**config.mk**
```make
export PLATFORM = sky130hd
export DESIGN_NAME = frame_sequencer
export DESIGN_NICKNAME = d
export VERILOG_FILES = /design/src/rtl/fgpa_draw_pkg.sv /design/src/rtl/frame_sequencer_buffer_rotator.sv /design/src/rtl/frame_sequencer.sv
export SDC_FILE = /design/constraint.sdc
export NUM_CORES = 1
export LEC_CHECK = 0
export BUFFER_PORTS_ARGS = -buffer_cell sky130_fd_sc_hd__buf_2
export CAP_MARGIN = 0
export CORE_AREA = 2 2 144 146
export CTS_CLUSTER_SIZE = 28
export DETAILED_ROUTE_END_ITERATION = 8
export DIE_AREA = 0 0 146 148
export MAX_ROUTING_LAYER = met4
export PLACE_DENSITY_LB_ADDON = 0.25
export SYNTH_ARGS = -nofsm -noshare
export SYNTH_HDL_FRONTEND = slang
export SYNTH_SLANG_ARGS = --single-unit
export TNS_END_PERCENT = 1
```
**constraint.sdc**
```tcl
create_clock -name sys_clk -period 3.5 [get_ports sys_clk]
set_input_delay 0.175 -clock sys_clk [delete_from_list [all_inputs] [get_ports sys_clk]]
set_output_delay 0.175 -clock sys_clk [all_outputs]
set_load 0.05 [all_outputs]
```
**src/rtl/fgpa_draw_pkg.sv**
```systemverilog
// Shared definitions for the frame-level draw path: draw opcodes, the
// sequencer state encoding and the default frame buffer geometry.
package fgpa_draw_pkg;

    localparam int SCREEN_W = 640;
    localparam int SCREEN_H = 480;
    localparam int BYTES_PER_PIXEL = 4;

    localparam logic [31:0] DEFAULT_BUF_SIZE = 32'(SCREEN_W * SCREEN_H * BYTES_PER_PIXEL);

    localparam logic [3:0] OP_CLEAR    = 4'd0;
    localparam logic [3:0] OP_TRIANGLE = 4'd1;

    typedef enum logic [2:0] {
        ST_IDLE,
        ST_CLR_ISSUE,
        ST_CLR_WAIT,
        ST_FETCH,
        ST_PRIM_ISSUE,
        ST_PRIM_WAIT,
        ST_BLANK_WAIT,
        ST_SWAP
    } fsm_state_e;

endpackage

```
**src/rtl/frame_sequencer_buffer_rotator.sv**
```systemverilog
// Frame buffer rotation: tracks displayed/back buffer indices and the SDRAM
// base address of the back buffer.
module buffer_rotator #(
    parameter int          NUM_BUFFERS = 2,
    parameter logic [31:0] BUF_BASE    = 32'h0000_0000,
    parameter logic [31:0] BUF_SIZE    = 32'h0012_C000
) (
    input  logic        sys_clk,
    input  logic        reset,
    input  logic        swap_i,
    output logic [1:0]  front_idx_o,
    output logic [31:0] back_buf_addr_o
);

    localparam logic [1:0] LAST_IDX = 2'(NUM_BUFFERS - 1);

    logic [1:0]  front_idx_q;
    logic [1:0]  back_idx_q;
    logic [1:0]  back_idx_d;
    logic [31:0] back_addr_q;
    logic [31:0] back_addr_d;

    assign back_idx_d  = (back_idx_q == LAST_IDX) ? 2'd0 : back_idx_q + 2'd1;
    // Address is computed from the next index so it lands together with the swap.
    assign back_addr_d = BUF_BASE + ({30'd0, back_idx_d} * BUF_SIZE);

    always_ff @(posedge sys_clk) begin
        if (reset) begin
            front_idx_q <= 2'd0;
            back_idx_q  <= 2'd1;
            back_addr_q <= BUF_BASE + BUF_SIZE;
        end else if (swap_i) begin
            front_idx_q <= back_idx_q;
            back_idx_q  <= back_idx_d;
            back_addr_q <= back_addr_d;
        end
    end

    assign front_idx_o     = front_idx_q;
    assign back_buf_addr_o = back_addr_q;

endmodule

```
**src/rtl/frame_sequencer.sv**
```systemverilog
// Per-frame draw sequencer: optional clear, primitive list walk, optional
// vblank wait, then buffer swap across NUM_BUFFERS frame buffers.
module frame_sequencer
    import fgpa_draw_pkg::*;
#(
    parameter int          COORD_W     = 16,
    parameter int          COLOUR_W    = 32,
    parameter int          NUM_BUFFERS = 2,
    parameter logic [31:0] BUF_BASE    = 32'h0000_0000,
    parameter logic [31:0] BUF_SIZE    = DEFAULT_BUF_SIZE,
    parameter int          MAX_PRIMS   = 16,
    localparam int         IDX_W       = $clog2(MAX_PRIMS)
) (
    input  logic                sys_clk,
    input  logic                reset,
    input  logic                frame_start,
    input  logic                clear_en,
    input  logic [COLOUR_W-1:0] clear_colour,
    input  logic                vsync_swap,
    input  logic [IDX_W:0]      prim_count,
    output logic [IDX_W-1:0]    prim_idx,
    input  logic [3:0]          prim_opcode,
    input  logic [COORD_W-1:0]  prim_ax,
    input  logic [COORD_W-1:0]  prim_ay,
    input  logic [COORD_W-1:0]  prim_bx,
    input  logic [COORD_W-1:0]  prim_by,
    input  logic [COORD_W-1:0]  prim_cx,
    input  logic [COORD_W-1:0]  prim_cy,
    input  logic [COLOUR_W-1:0] prim_colour,
    input  logic                vga_blank_n,
    input  logic                draw_done,
    output logic                draw_en,
    output logic [3:0]          opcode,
    output logic [COORD_W-1:0]  ax,
    output logic [COORD_W-1:0]  ay,
    output logic [COORD_W-1:0]  bx,
    output logic [COORD_W-1:0]  by,
    output logic [COORD_W-1:0]  cx,
    output logic [COORD_W-1:0]  cy,
    output logic [COLOUR_W-1:0] colour,
    output logic                screen_clear,
    output logic                swap_buffer,
    output logic [31:0]         back_buf_addr,
    output logic [1:0]          front_idx,
    output logic                busy,
    output logic                frame_dropped,
    output logic [15:0]         frame_count
);

    localparam logic [IDX_W:0] MAX_CNT = (IDX_W + 1)'(MAX_PRIMS);
    localparam logic [IDX_W:0] ONE_CNT = (IDX_W + 1)'(1);

    fsm_state_e          state_q;
    logic [IDX_W:0]      count_q;
    logic                vsync_q;
    logic [COLOUR_W-1:0] clear_colour_q;
    logic [IDX_W-1:0]    prim_idx_q;
    logic                draw_en_q;
    logic                screen_clear_q;
    logic                swap_q;
    logic                frame_dropped_q;
    logic [15:0]         frame_count_q;
    logic [3:0]          opcode_q;
    logic [COORD_W-1:0]  ax_q, ay_q, bx_q, by_q, cx_q, cy_q;
    logic [COLOUR_W-1:0] colour_q;

    logic [IDX_W:0]      sat_count;
    logic [IDX_W:0]      idx_plus1;
    fsm_state_e          tail_state;

    assign sat_count  = (prim_count > MAX_CNT) ? MAX_CNT : prim_count;
    assign idx_plus1  = {1'b0, prim_idx_q} + ONE_CNT;
    assign tail_state = vsync_q ? ST_BLANK_WAIT : ST_SWAP;

    always_ff @(posedge sys_clk) begin
        if (reset) begin
            state_q         <= ST_IDLE;
            count_q         <= '0;
            vsync_q         <= 1'b0;
            clear_colour_q  <= '0;
            prim_idx_q      <= '0;
            draw_en_q       <= 1'b0;
            screen_clear_q  <= 1'b0;
            swap_q          <= 1'b0;
            frame_dropped_q <= 1'b0;
            frame_count_q   <= '0;
            opcode_q        <= OP_CLEAR;
            ax_q            <= '0;
            ay_q            <= '0;
            bx_q            <= '0;
            by_q            <= '0;
            cx_q            <= '0;
            cy_q            <= '0;
            colour_q        <= '0;
        end else begin
            draw_en_q       <= 1'b0;
            screen_clear_q  <= 1'b0;
            swap_q          <= 1'b0;
            frame_dropped_q <= frame_start && (state_q != ST_IDLE);

            case (state_q)
                ST_IDLE: begin
                    if (frame_start) begin
                        count_q        <= sat_count;
                        vsync_q        <= vsync_swap;
                        clear_colour_q <= clear_colour;
                        prim_idx_q     <= '0;
                        if (clear_en)
                            state_q <= ST_CLR_ISSUE;
                        else if (sat_count != '0)
                            state_q <= ST_FETCH;
                        else
                            state_q <= vsync_swap ? ST_BLANK_WAIT : ST_SWAP;
                    end
                end
                ST_CLR_ISSUE: begin
                    draw_en_q      <= 1'b1;
                    screen_clear_q <= 1'b1;
                    opcode_q       <= OP_CLEAR;
                    ax_q           <= '0;
                    ay_q           <= '0;
                    bx_q           <= '0;
                    by_q           <= '0;
                    cx_q           <= '0;
                    cy_q           <= '0;
                    colour_q       <= clear_colour_q;
                    state_q        <= ST_CLR_WAIT;
                end
                // draw_done in the same cycle as the strobe is too early to belong to it.
                ST_CLR_WAIT: begin
                    if (draw_done && !draw_en_q)
                        state_q <= (count_q != '0) ? ST_FETCH : tail_state;
                end
                ST_FETCH: begin
                    state_q <= ST_PRIM_ISSUE;
                end
                ST_PRIM_ISSUE: begin
                    draw_en_q <= 1'b1;
                    opcode_q  <= prim_opcode;
                    ax_q      <= prim_ax;
                    ay_q      <= prim_ay;
                    bx_q      <= prim_bx;
                    by_q      <= prim_by;
                    cx_q      <= prim_cx;
                    cy_q      <= prim_cy;
                    colour_q  <= prim_colour;
                    state_q   <= ST_PRIM_WAIT;
                end
                ST_PRIM_WAIT: begin
                    if (draw_done && !draw_en_q) begin
                        if (idx_plus1 < count_q) begin
                            prim_idx_q <= idx_plus1[IDX_W-1:0];
                            state_q    <= ST_FETCH;
                        end else begin
                            state_q <= tail_state;
                        end
                    end
                end
                ST_BLANK_WAIT: begin
                    if (!vga_blank_n)
                        state_q <= ST_SWAP;
                end
                ST_SWAP: begin
                    swap_q        <= 1'b1;
                    frame_count_q <= frame_count_q + 16'd1;
                    state_q       <= ST_IDLE;
                end
                default: state_q <= ST_IDLE;
            endcase
        end
    end

    buffer_rotator #(
        .NUM_BUFFERS (NUM_BUFFERS),
        .BUF_BASE    (BUF_BASE),
        .BUF_SIZE    (BUF_SIZE)
    ) u_rotator (
        .sys_clk         (sys_clk),
        .reset           (reset),
        .swap_i          (state_q == ST_SWAP),
        .front_idx_o     (front_idx),
        .back_buf_addr_o (back_buf_addr)
    );

    assign prim_idx      = prim_idx_q;
    assign draw_en       = draw_en_q;
    assign screen_clear  = screen_clear_q;
    assign swap_buffer   = swap_q;
    assign frame_dropped = frame_dropped_q;
    assign frame_count   = frame_count_q;
    assign busy          = (state_q != ST_IDLE);
    assign opcode        = opcode_q;
    assign ax            = ax_q;
    assign ay            = ay_q;
    assign bx            = bx_q;
    assign by            = by_q;
    assign cx            = cx_q;
    assign cy            = cy_q;
    assign colour        = colour_q;

endmodule

```
==> reports/metrics.csv, run 1 <==
metric;value;unit
max-vdd-ir-drop;507;uV
yosys.area.top_type;dfxtp_1;
portBuffers;342;
die_area;21600;sq um
path_max_fanout;105;
path_cells;nor2_1 -> and2_4 -> nor2_4 -> buf_4 -> a22oi_1 -> nor2_1;
status;completed;
r2r_end;cx[6]$_SDFFE_PP0P_;
crit_path_start;state_q[1]$_SDFFE_PP0P_;
synthXorXnorAreaFrac;0.0179;
yosysSeqAreaShare;0.519;
cts_setup_buffers;0;
end_kind;flop;
clk_path_buf_depth;3;
p_leak;5.34;nW
period_minus_slack;2.49;ns
setup_viol;0;
relSlewSlack;0.228;
grt_overflow_total;0;
finalWorstSetupSlack;1.01;ns
grt_pass1_vias;7768;
cp_slowest_cell;buf_4;
die_w;146;microns
post-place-ws;1.10;ns
path_buf_inv;1;
arrival;2.91;ns
htreeDepth;1;
fmax;402;MHz
cts.clk_slew.worst_paths;0.06;ns
cap_violations;0;
final-seq-area;4060;sq um
fill_cells;1708;
cts_tree;yes;
drtPass1Iterations;6;
synth_top_family_by_area;compound AO/OA/AOI/OAI gates;
grt_setup_unrepaired;false;
grt_pass1_wl;40900;microns
syn_avg_cell_area;8.97;sq um
antenna_found_initial;1;
ys_seq_elements;203;
synth_warnings;0;
netlist_area;7830;sq um
vias_per_cell;4.95;
synth_compound_area_frac;0.183;
reg2reg_from;state_q[1]$_SDFFE_PP0P_;
drive_above_1_share;0.287;
io_pins;367;
clk_latency;0.50;ns
ant_nets;0;
ys_top_cells_by_area;dfxtp_1 (52%), a22oi_1 (10%), nor2_1 (7.3%);
final.setup.tns;0;ns
yosys.area_share.simple;0.164;
fin_crit_sh;0.710;
max_stage_delay;0.82;ns
path_common_cell;nor2_1;
fin_worst_skew;0.0113;ns
worstMarginPinSlew;1.16;ns
nNetsFinal;1523;
slew_viol_final;0;
wl;26500;microns
num_rows;52;
cts_resized;0;
synth_adder_area_share;0.00959;
wl_per_cell;16.3;microns
cts_sinks;203;
synth.distinct_cells;45;
cp-start-kind;flop;
track_usage;0.237;
synth_edf_count;0;
regToRegSetupSlack;1.01;ns
hp-class;primary input to flop;
numCtsBuffers;22;
synth_top_area_frac;0.519;
power.density;767;nW/um^2
r2r_cells;6;
grt_max_degree;106;
synth_mux_area_frac;0.0358;
endpoint;cx[6]$_SDFFE_PP0P_;
gp_congestion;0.821;
synth_cells;873;
fin_hold_ws;0.0310;ns
clockRootBuffer;clkbuf_16;
dp.final_hpwl;15900;microns
core_area;20000;sq um
fp.dieH;148;microns
path_class;flop to flop;
vias;8061;
hold_viol_final;0;
crit_required;3.93;ns
drc;0;
start_util;0.391;
async_reset_ff_frac;0;
drtIter0Drc;443;
ys.flop_type;dfxtp_1;
cts_hold_buf;170;
cp.depth;6;
area_growth;52.5;%
crit_family;buffers and inverters;
multiInputGateArea;3310;sq um
## metal layers
metal | wire (microns) | global-route usage
met1 | 10800 | 0.286
met5 | 0 | -
met4 | 780 | 0.0879
met3 | 1910 | 0.0522
met2 | 12900 | 0.391
## synthesized netlist by cell type, drive strengths merged (2+ instances only)
master	count
o21ai	6
mux2i	28
a31o	3
a21oi	53
clkbuf	39
dfxtp	203
and2	4
nor2	153
nand2	98
nor2b	2
or3	4
nand4	6
a2111oi	2
ha	6
nand3b	4
nand3	10
nor4	2
a211oi	29
and3	9
and4	2
xnor2	8
o31ai	3
xor2	8
nand2b	2
inv	7
nor3	5
buf	60
a22oi	105
## final cells by class
class / instances / area share
timing repair buffer: 520 / 0.292
multi-input combinational: 587 / 0.277
antenna: 1 / 0.000210
inverter: 7 / 0.00220
clock buffer: 36 / 0.0573
sequential: 203 / 0.340
clock inverter: 4 / 0.00210
tap: 270 / 0.0283
## stage by stage
stage | cells | util | cell area, sq um | power [mW]
after detailed placement | 1417 | 0.476 | 9530 | 6.75
final | 1628 | 0.596 | 11900 | 9.16
after CTS | 1627 | 0.596 | 11900 | 9.19
after floorplan | 896 | - | 7920 | 5.94
after global routing | 1628 | 0.596 | 11900 | 9.63
after global placement | 1417 | 0.476 | 9530 | 6.73
## registers in the layout, summed over array words and instances, names as in the netlist, 16 cells and up
| signal | flops |
|---|---|
| colour | 32 |
| bx | 16 |
| frame_count | 16 |
| ay | 16 |
| clear_colour_q | 32 |
| ax | 16 |
| by | 16 |
| cy | 16 |
| cx | 16 |
## layout by cell type (no fill, tap or decap), types with 2 or more instances in the layout
master and instances:
nand2b_1 2, nor4_1 2, clkinvlp_4 2, and3_1 9, buf_4 7, conb_1 24
dlygate4sd3_1 170, a211oi_1 29, nand4_1 6, nand2_1 98, o21ai_0 6, buf_2 341
dfxtp_1 203, nand3b_1 4, and4_1 2, clkbuf_16 23, xor2_1 8, xnor2_1 8
clkbuf_8 6, a31o_2 3, inv_1 6, clkbuf_1 7, a22oi_1 105, o31ai_1 3
clkinv_2 2, ha_1 6, mux2i_1 28, nand3_1 10, nor2b_1 2, nor3_1 4
and2_1 3, a21oi_1 53, a2111oi_0 2, or3_1 4, nor2_1 152
## report_power, final
part | leakage, nW | switching [mW] | total (mW) | internal (mW)
clock network | 0.343 | 0.926 | 2.26 | 1.33
logic | 3.35 | 2.75 | 3.82 | 1.07
registers | 1.65 | 0.306 | 3.07 | 2.77
## cells by family after synthesis
kind of cell    count (synthesis)
compound gates                209
xor+xnor                       16
fa+ha+maj                       6
buf+inv                       106
flops                         203
mux                            28
other cells                     1
simple gates                  304
## tightest hold or removal path: stages
cell and delay [ns]:
buf_2 0.09, nor2_1 0.13, a211oi_1 0.08
## worst min path at each step
stage,start,depth (start not counted),slack [ns],endpoint
detailed placement,clear_colour[13],3,0.42,clear_colour_q[13]$_SDFFE_PP0P_
finish,prim_colour[15],3,0.03,colour[15]$_SDFFE_PP0P_
global route,prim_colour[15],3,0.009,colour[15]$_SDFFE_PP0P_
global placement,clear_colour[22],3,0.42,clear_colour_q[22]$_SDFFE_PP0P_
CTS,prim_colour[15],3,0.02,colour[15]$_SDFFE_PP0P_
floorplan,clear_colour[0],2,0.31,clear_colour_q[0]$_SDFFE_PP0P_
Power figures use the tool's default switching activity.
==> run 2, diff against run 1 <==
--- a/config.mk
+++ b/config.mk
@@ -7,10 +7,11 @@
 export LEC_CHECK = 0
 export BUFFER_PORTS_ARGS = -buffer_cell sky130_fd_sc_hd__buf_2
 export CAP_MARGIN = 0
-export CORE_AREA = 2 2 144 146
+export CORE_ASPECT_RATIO = 0.7
+export CORE_MARGIN = 2
+export CORE_UTILIZATION = 42
 export CTS_CLUSTER_SIZE = 28
 export DETAILED_ROUTE_END_ITERATION = 8
-export DIE_AREA = 0 0 146 148
 export MAX_ROUTING_LAYER = met4
 export PLACE_DENSITY_LB_ADDON = 0.25
 export SYNTH_ARGS = -nofsm -noshare
==> constraint.sdc (replaced) <==
create_clock -name sys_clk -period 2 [get_ports sys_clk]
set_input_delay 0.1 -clock sys_clk [delete_from_list [all_inputs] [get_ports sys_clk]]
set_output_delay 0.1 -clock sys_clk [all_outputs]
set_load 0.05 [all_outputs]
==> run 2 against run 1 <==
  * The run now ends with design-rule violations left
  * Clock power is 74% higher
  * Final area grew 1.9%
  * Maximum frequency is 27% higher
  * Worst hold slack worse by 0.013 ns
  * Critical path depth is 2 higher
  * Global-route usage is 2.1 points higher
  * Setup slack worse by 0.98 ns
  * Register-to-register slack got worse by 0.98 ns
  * Routed wire length decreased by 1.5%
  * Utilization is 7.4 points higher
  * Combinational power is 86% higher
  * Largest cell class unchanged
  * Sequential power rose by 74%
==> reports/metrics.csv, run 2 (same netlist as run 1, synthesis figures left out) <==
metric;value;unit;change
status;finished, violations left;;
clockRootBuffer;clkbuf_16;;
post-place-ws;-0.0425;ns;-1.14 ns
diodes;0;;-1
cp-start-kind;flop;;
clk_latency;0.48;ns;-0.02 ns
vias;8261;;+2.5%
nNetsFinal;1537;;+0.92%
grt_use_met1;0.315;;+0.0285
path_cells;ha_4 -> xor2_1 -> ha_1 -> a21oi_2 -> o21ai_2 -> and3_1 -> a2111oi_2 -> o31ai_1;;
grt_pass1_vias;8129;;+4.6%
core_area;18200;sq um;-9.4%
wl;26100;microns;-1.5%
p_leak;5.45;nW;+2.1%
fin_crit_sh;0.982;;+0.271
cp_slowest_cell;dfxtp_4;;
drtIter0Drc;624;;+41%
met3_usage;0.0442;;-0.00795
slew_viol_final;0;;unchanged
arrival;2.32;ns;-0.59 ns
ant_nets;0;;unchanged
failed_checks;design-rule violations;;
htreeDepth;1;;unchanged
top_usage_layer;met2;;
post_dp_cell_area;9710;sq um;+1.9%
final_area;12200;sq um;+1.9%
area_growth;55.5;%;
clk_path_buf_depth;3;;unchanged
fin_worst_skew;0.00838;ns;-0.00296 ns
dp.final_hpwl;15700;microns;-0.80%
worstMarginPinSlew;0.517;ns;-0.641 ns
start_util;0.431;;+0.0404
cap_violations;0;;unchanged
cts_sinks;203;;unchanged
max_stage_delay;0.35;ns;-0.47 ns
period_minus_slack;1.96;ns;-0.523 ns
track_usage;0.258;;+0.0207
drive_above_1_share;0.306;;+0.0187
path_class;flop to flop;;
grt_pass1_wl;41000;microns;+0.22%
path_max_fanout;3;;-97%
portBuffers;342;;unchanged
max-vdd-ir-drop;1110;uV;+120%
grt_setup_unrepaired;true;;
fp.dieH;118;microns;-20%
antenna_found_initial;0;;-1
drc;15;;+15
num_rows;41;;-21%
power.density;1350;nW/um^2;+75%
grt_max_degree;78;;-26%
fin_hold_ws;0.0177;ns;-0.0133 ns
vias_per_cell;5.15;;+3.9%
numCtsBuffers;20;;-9.1%
setup_viol;0;;unchanged
cts_tree;yes;;
die_w;167;microns;+15%
hp-class;primary input to flop;;
final_common_cell;buf_2;;
crit_required;2.35;ns;-1.58 ns
cts.clk_slew.worst_paths;0.06;ns;about the same
die_area;19800;sq um;-8.5%
end_kind;flop;;
fmax;509;MHz;+27%
finalWorstSetupSlack;0.0364;ns;-0.977 ns
gp_congestion;0.849;;+3.4%
wl_per_cell;16.2;microns;about the same
relSlewSlack;0.655;;+0.427
io_pins;367;;unchanged
drtPass1Iterations;7;;+1
grt_overflow_total;0;;unchanged
most-common-layout-cells;buf_2 (341), dfxtp_1 (198), dlygate4sd3_1 (172), nor2_1 (152), a22oi_1 (105);;
met2_usage;0.422;;+0.0319
hold_viol_final;0;;unchanged
==> run 2: changes by cell type in the layout (fill, tap and decap cells not counted), moves of 5 or more <==
cell      delta
buf_12       +7
buf_4        +7
clkbuf_8     -5
dfxtp_1      -5
==> run 2: path summary, 6_finish.rpt <==
path	cells after the start	end	slack [ns]	startpoint
setup / recovery	8	state_q[2]$_SDFFE_PP0P_	0.04	prim_idx[0]$_SDFFE_PP0P_
hold / removal	2	frame_count[2]$_SDFFE_PP0P_	0.02	reset
setup reg to reg	8	state_q[2]$_SDFFE_PP0P_	0.04	prim_idx[0]$_SDFFE_PP0P_
hold reg to reg	2	u_rotator.front_idx_o[1]$_SDFFE_PP0P_	0.45	u_rotator.front_idx_o[1]$_SDFFE_PP0P_
==> run 2: where the power goes <==
part / total, mW / internal, mW / leakage (nW) / switching [mW]
clock network: 3.93 / 2.35 / 0.337 / 1.58
logic: 7.09 / 2.16 / 3.47 / 4.93
registers: 5.35 / 4.84 / 1.65 / 0.508
==> run 2: final cells by class <==
class / instances / area, sq um
multi-input combinational: 587 / 3390
timing repair buffer: 536 / 3700
fill: 1418 / 5990
clock inverter: 10 / 131
sequential: 203 / 4080
clock buffer: 26 / 554
tap: 236 / 295
inverter: 7 / 26.3
==> run 2: repair_timing <==
action                                  4_1_cts  5_1_grt
setup buffers                                 0        0
endpoints found under the hold margin       172        0
pin swaps                                     0        2
endpoints found under the setup margin        3        8
hold buffers                                172        0
resized for setup                             4        8
gates cloned                                  0        0
==> run 2: worst max-delay path, delay by kind of cell (launching register included) <==
family                     cells  cell delay, ns
xor gates and xnor gates       1            0.14
and+or+nand+nor                1            0.22
DFF                            1            0.35
AOI/OAI and AO/OA              4            0.66
adders and majority gates      2            0.46
==> run 2: stage by stage <==
step | total power [mW] | TNS, ns | instances | util
finish | 16.4 | 0 | 1605 | 0.670
global route | 17.2 | -0.0119 | 1605 | 0.670
CTS | 16.3 | 0 | 1605 | 0.668
detailed placement | 12.1 | -0.0744 | 1397 | 0.534
global placement | 12.0 | -0.00294 | 1397 | 0.534
floorplan | 10.4 | 0 | 896 | -
==> run 2: per-layer routing <==
metal,routed length [microns],vias up
met1,11100,3903
li1,-,3947
met3,1420,90
met4,1150,0
met5,0,-
met2,12400,321
